## config.mk

```make
export PLATFORM = sky130hd
export DESIGN_NAME = mips_ctrl
export DESIGN_NICKNAME = d
export VERILOG_FILES = /design/src/rtl/mips_ctrl.sv
export SDC_FILE = /design/constraint.sdc
export NUM_CORES = 1
export LEC_CHECK = 0
export ABC_CLOCK_PERIOD_IN_PS = 3890
export CORE_ASPECT_RATIO = 0.9
export CORE_MARGIN = 2
export CORE_UTILIZATION = 35
export DETAILED_ROUTE_END_ITERATION = 6
export PLACE_DENSITY = 0.72
export SETUP_SLACK_MARGIN = 0.2
export SYNTH_ARGS = -nofsm -noshare
export SYNTH_HDL_FRONTEND = slang
export SYNTH_SLANG_ARGS = --single-unit
```

## constraint.sdc

```tcl
create_clock -name clk -period 3.89 [get_ports clk]
set_clock_uncertainty 0.2 [all_clocks]
set_input_delay 0.9725 -clock clk [delete_from_list [all_inputs] [get_ports clk]]
set_output_delay 0.9725 -clock clk [all_outputs]
set_load 0.05 [all_outputs]
```

## src/rtl/mips_ctrl.sv

```systemverilog
// mips_ctrl: multi-cycle sequencer for a small MIPS-like core.
// Each instruction is fetched, decoded, executed and written back over four
// or more cycles. The controller drives the register file, data memory and
// stack strobes. The ALU and all datapaths live outside this block.
// Optional build macro: MIPS_CTRL_FAULT_EN. When defined, stack
// overflow/underflow and opcodes above 0x0B trap into FAULT, which only rst
// leaves. When undefined, SP wraps and those opcodes behave as NOOP.
//
// state    | meaning
// ---------+---------------------------------------------------------
// S_IDLE   | waiting for start, all outputs quiet
// S_FETCH  | imem_req held at PC until imem_ack, IR captured on ack
// S_DECODE | IR fields presented to register file / ALU
// S_EXEC   | data-memory or stack strobe, SP update
// S_WB     | register write strobe, PC update
// S_FAULT  | trapped, sticky until rst
module mips_ctrl #(
  parameter int PC_W = 5,
  parameter int SP_W = 5
) (
  input  logic            clk,
  input  logic            rst,
  input  logic            start,
  output logic            imem_req,
  output logic [PC_W-1:0] imem_addr,
  input  logic            imem_ack,
  input  logic [31:0]     imem_rdata,
  output logic [3:0]      rf_raddr1,
  output logic [3:0]      rf_raddr2,
  input  logic [31:0]     rf_rdata2,
  output logic [1:0]      alu_op,
  output logic            rf_we,
  output logic [3:0]      rf_waddr,
  output logic [1:0]      rf_wsel,
  output logic [7:0]      imm,
  output logic [4:0]      dmem_addr,
  output logic            dmem_re,
  output logic            dmem_we,
  output logic [SP_W-1:0] stk_addr,
  output logic            stk_re,
  output logic            stk_we,
  output logic            busy,
  output logic            fault
);

  typedef enum logic [2:0] {
    S_IDLE, S_FETCH, S_DECODE, S_EXEC, S_WB, S_FAULT
  } state_t;

  localparam logic [7:0] OP_NOOP = 8'h00;
  localparam logic [7:0] OP_LOAD = 8'h01;
  localparam logic [7:0] OP_LDNM = 8'h02;
  localparam logic [7:0] OP_STR  = 8'h03;
  localparam logic [7:0] OP_ADD  = 8'h04;
  localparam logic [7:0] OP_SUB  = 8'h05;
  localparam logic [7:0] OP_XOR  = 8'h06;
  localparam logic [7:0] OP_AND  = 8'h07;
  localparam logic [7:0] OP_JMP  = 8'h08;
  localparam logic [7:0] OP_JMP0 = 8'h09;
  localparam logic [7:0] OP_PUSH = 8'h0A;
  localparam logic [7:0] OP_POP  = 8'h0B;

  localparam logic [PC_W-1:0] PC_ONE = PC_W'(1);
  localparam logic [SP_W-1:0] SP_ONE = SP_W'(1);

  state_t            state_q, state_d;
  logic [PC_W-1:0]   pc_q, pc_d;
  logic [SP_W-1:0]   sp_q, sp_d;
  logic [31:0]       ir_q, ir_d;

  logic [7:0]        op, dest, src1, src2;
  logic [PC_W-1:0]   jmp_tgt;
  logic              trap;
  logic              unused_ir;

  assign op      = ir_q[31:24];
  assign dest    = ir_q[23:16];
  assign src1    = ir_q[15:8];
  assign src2    = ir_q[7:0];
  assign jmp_tgt = PC_W'(dest);
  // src1[7:4] is architecturally ignored; fold the IR into one sink bit.
  assign unused_ir = ^ir_q;

`ifdef MIPS_CTRL_FAULT_EN
  // Trap conditions are evaluated in EXEC before any strobe is raised.
  assign trap  = ((op == OP_PUSH) && (sp_q == '1)) ||
                 ((op == OP_POP)  && (sp_q == '0)) ||
                 (op > OP_POP);
  assign fault = (state_q == S_FAULT);
`else
  assign trap  = 1'b0;
  assign fault = 1'b0;
`endif

  assign imem_addr = pc_q;
  assign busy      = (state_q != S_IDLE);

  // State, PC, SP and instruction register; rst clears everything at once.
  always_ff @(posedge clk or posedge rst) begin
    if (rst) begin
      state_q <= S_IDLE;
      pc_q    <= '0;
      sp_q    <= '0;
      ir_q    <= '0;
    end else begin
      state_q <= state_d;
      pc_q    <= pc_d;
      sp_q    <= sp_d;
      ir_q    <= ir_d;
    end
  end

  // Next-state logic and all strobes; everything defaults to idle/zero.
  always_comb begin
    state_d   = state_q;
    pc_d      = pc_q;
    sp_d      = sp_q;
    ir_d      = ir_q;
    imem_req  = 1'b0;
    rf_raddr1 = 4'd0;
    rf_raddr2 = 4'd0;
    alu_op    = 2'd0;
    imm       = 8'd0;
    rf_we     = 1'b0;
    rf_waddr  = 4'd0;
    rf_wsel   = 2'd0;
    dmem_addr = 5'd0;
    dmem_re   = 1'b0;
    dmem_we   = 1'b0;
    stk_addr  = '0;
    stk_re    = 1'b0;
    stk_we    = 1'b0;

    if ((state_q == S_DECODE) || (state_q == S_EXEC) || (state_q == S_WB)) begin
      rf_raddr1 = src1[3:0];
      rf_raddr2 = src2[3:0];
      alu_op    = op[1:0];
      imm       = src2;
    end

    unique case (state_q)
      S_IDLE: begin
        if (start) state_d = S_FETCH;
      end
      S_FETCH: begin
        imem_req = 1'b1;
        if (imem_ack) begin
          ir_d    = imem_rdata;
          state_d = S_DECODE;
        end
      end
      S_DECODE: begin
        state_d = S_EXEC;
      end
      S_EXEC: begin
        if (trap) begin
          state_d = S_FAULT;
        end else begin
          state_d = S_WB;
          case (op)
            OP_LOAD: begin
              dmem_re   = 1'b1;
              dmem_addr = src2[4:0];
            end
            OP_STR: begin
              dmem_we   = 1'b1;
              dmem_addr = dest[4:0];
            end
            OP_PUSH: begin
              stk_we   = 1'b1;
              stk_addr = sp_q;
              sp_d     = sp_q + SP_ONE;
            end
            OP_POP: begin
              stk_re   = 1'b1;
              stk_addr = sp_q - SP_ONE;
              sp_d     = sp_q - SP_ONE;
            end
            default: ;
          endcase
        end
      end
      S_WB: begin
        state_d  = S_FETCH;
        rf_waddr = dest[3:0];
        case (op)
          OP_LOAD: begin
            rf_we   = 1'b1;
            rf_wsel = 2'd1;
          end
          OP_LDNM: begin
            rf_we   = 1'b1;
            rf_wsel = 2'd2;
          end
          OP_ADD, OP_SUB, OP_XOR, OP_AND: begin
            rf_we   = 1'b1;
            rf_wsel = 2'd0;
          end
          OP_POP: begin
            rf_we   = 1'b1;
            rf_wsel = 2'd3;
          end
          default: ;
        endcase
        if (op == OP_JMP) begin
          pc_d = jmp_tgt;
        end else if ((op == OP_JMP0) && (rf_rdata2 != 32'd0)) begin
          pc_d = jmp_tgt;
        end else begin
          pc_d = pc_q + PC_ONE;
        end
      end
      S_FAULT: begin
        state_d = S_FAULT;
      end
      default: begin
        state_d = S_IDLE;
      end
    endcase
  end

endmodule

```

==> summary.txt <==
Yosys
  – Most used flip-flop cell after synthesis: dfrtp_1
  – Average size of a mapped cell: 10.07 um2
  – Register area share after synthesis: 42.36%
  – Synth cell types: 46
  – EDFF count, synth: 0
  – Area leader, netlist: dfrtp_1
  – Synth async-reset ratio: 100.0%
  – Syn Inst Count: 223
  – Synth Cell Area: 2245 um2
  – FF+latch count, synth: 38
  – Top cells by area, synth: dfrtp_1 (42%), mux2_2 (11%), nor2b_1 (3.9%)
  – Synth top area share: 42.36%
  – Most frequent cells after synthesis: dfrtp_1 (38), nor2_1 (23), mux2_2 (22)
  – Synthesized Nets: 294
  – Yosys warns: 0
  – Count leader, synth: dfrtp_1

Timing
  – Max-slew headroom: 65.44%
  – Final setup viols: 0
  – Final setup TNS: 0 ns
  – Fin. max-slew vios: 0
  – Final worst path period share: 90.83%
  – Peak Freq: 283.0 MHz
  – Hold Worst Slack: 0.2914 ns
  – RSZ-0062 raised after global routing: no
  – Minimum clock period: 3.533 ns
  – Worst-margin pin slew: 0.5167 ns
  – Final hold violations: 0

Clock network
  – H-tree levels: 2
  – Bufs on Longest Clock Path: 2
  – Number of buffers created by CTS: 5
  – Clock slew at reported path FFs: 0.07 ns
  – CTS tree: built
  – Clock Latency Late Sink: 0.28 ns
  – Root Driver: clkbuf_8
  – CTS sink cnt: 38

Route
  – Routed vias: 1947
  – DRC: 0
  – Routed wl met3: 313 um
  – WL final: 5627 um
  – TritonRoute pass-1 iters: 4
  – Met1 Wirelength: 2621 um
  – Post-DR wirelength/cell: 13.66 um
  – Routed Antenna Nets: 0
  – Vias/cell: 4.726
  – Uppermost layer routed: met4
  – Initial DRC count: 107
  – DR WL met2: 2677 um

Die
  – Total die area: 7071 um2
  – Core Footprint: 6148 um2
  – Die Height: 79.98 um
  – FP Rows: 27
  – Die Wd: 88.42 um
  – Ports: 115
  – Initial Util: 36.51%

Placement
  – Gpl congestion: 0.7698
  – Dpl hpwl: 4298 um
  – I/O Buffers: 106
  – DP Area: 3289 um2

Final layout
  – Final-layout fill cell count: 575
  – Share of cells above drive strength 1: 22.46%
  – Antenna cells: 0
  – Design area: 3396 um2
  – Layout net count: 396
  – Synth-to-Final Area Change: 51.28%

Critical path
  – Critical Path AT: 2.36 ns
  – Critical Path Source Type: flip-flop
  – R2R setup slack: 1.79 ns
  – Critical path peak fanout: 10
  – Critical path required time: 2.72 ns
  – Reg2reg end: imem_addr[2]
  – CP endpoint kind: primary output
  – Worst r2r src: ir_q[28]
  – FF-to-FF path depth: 5
  – Kind of critical path: reg2out

Hold path
  – Worst hold path startpoint: sp_q[4]
  – Hold Path Stages: 1
  – Worst-case hold path end point: sp_q[4]
  – Hold WC Path Type: reg2reg

Status
  – Status: finished, final reports clean

Global routing
  – GR Util All Layers: 16.97%
  – Gr ovfl total: 0
  – Pin count of the biggest net entering global routing: 39
  – Global-route wire length before repair: 9328 um
  – Initial antenna violation count: 0
  – Vias in the first global route: 1944

Job
  – Max-Cap Viols: 0

Power and ir drop
  – Maximum vdd drop: 478.3 uV
  – Leakage: 0.001451 uW
  – Pwr Total: 2502 uW
  – P per Cell Area: 736.9 nW/um2
[layout by cell type, fill, tap and decap left out, drive strengths merged, types with 5 or more instances in the layout]
cell type      synthesis  final
a21oi                  7      7
and3                   7      7
buf                   14     34
clkbuf                 3      6
clkdlybuf4s50          0     73
dfrtp                 38     38
dlygate4sd2            0      5
inv                    7      7
mux2                  22     22
mux2i                  7      7
nand2                 16     16
nor2                  24     24
nor2b                 14     14
nor3                   5      5
nor4                   8      8
o21ai                  7      7
xor2                   7      7
[worst max-delay path by stage]
stage,start,to,slack [ns]
after floorplan,state_q[1],rf_wsel[0],0.28
after global routing,ir_q[24],stk_re,0.24
after global placement,ir_q[28],stk_addr[0],0.41
after detailed placement,ir_q[28],stk_addr[2],0.39
after CTS,ir_q[24],stk_re,0.32
final,ir_q[24],stk_re,0.36
[registers in the layout, indices dropped and copies added (netlist names)]
name,flops
ir_q,25
state_q,3
sp_q,5
imem_addr,5
[power by group]
group | internal, uW | switching, uW | leakage [uW] | total [uW]
registers | 567 | 184 | 0.000455 | 751
logic | 569 | 841 | 0.000938 | 1410
clock network | 205 | 136 | 0.0000573 | 341
[kinds of logic (layout without fill, tap and decap cells)]
family | count (synthesis) | count (layout) | synth area share, %
flops | 38 | 38 | 42.36
buf+inv | 24 | 126 | 5.853
fa+ha+maj | 3 | 3 | 1.672
mux | 29 | 29 | 14.16
other cells | 1 | 1 | 0.1671
xor+xnor | 11 | 11 | 4.292
simple gates | 95 | 95 | 24.75
compound gates | 22 | 22 | 6.745
[metrics by stage]
| step | utilization (%) | worst slack [ns] | cells |
|---|---|---|---|
| final | 55.23 | 0.3567 | 412 |
| after global routing | 55.23 | 0.2390 | 412 |
| after CTS | 55.23 | 0.3164 | 412 |
| after detailed placement | 53.50 | 0.3894 | 405 |
| after global placement | 53.50 | 0.4061 | 405 |
| after floorplan | - | 0.2757 | 223 |
[metal layers]
metal	vias up	GRT usage (%)
met1	927	21.90
met3	2	6.308
met4	0	3.636
li1	971	-
met2	47	27.14
met5	-	0
[cell type report]
type | instances | area (um2) | share of cell area, %
multi-input combinational | 161 | 1167 | 34.38
timing repair buffer | 112 | 1030 | 30.32
sequential | 38 | 950.9 | 28.00
tap | 87 | 108.9 | 3.206
clock buffer | 6 | 82.58 | 2.432
clock inverter | 1 | 30.03 | 0.8843
inverter | 7 | 26.28 | 0.7738
[critical path, cell delays in order (launching register included)]
cell and delay [ns]:
dfrtp_1 0.55, inv_1 0.21, nor4b_4 0.33, nor2b_1 0.16, clkdlybuf4s50_1 0.82
[timing repair]
item	4_1_cts	5_1_grt
hold endpoints to repair	0	0
setup buffers	0	0
gates resized for setup	5	0
hold buffers	0	0
endpoints found under the setup margin	5	0
No activity file was read; power rests on OpenSTA's default activity.
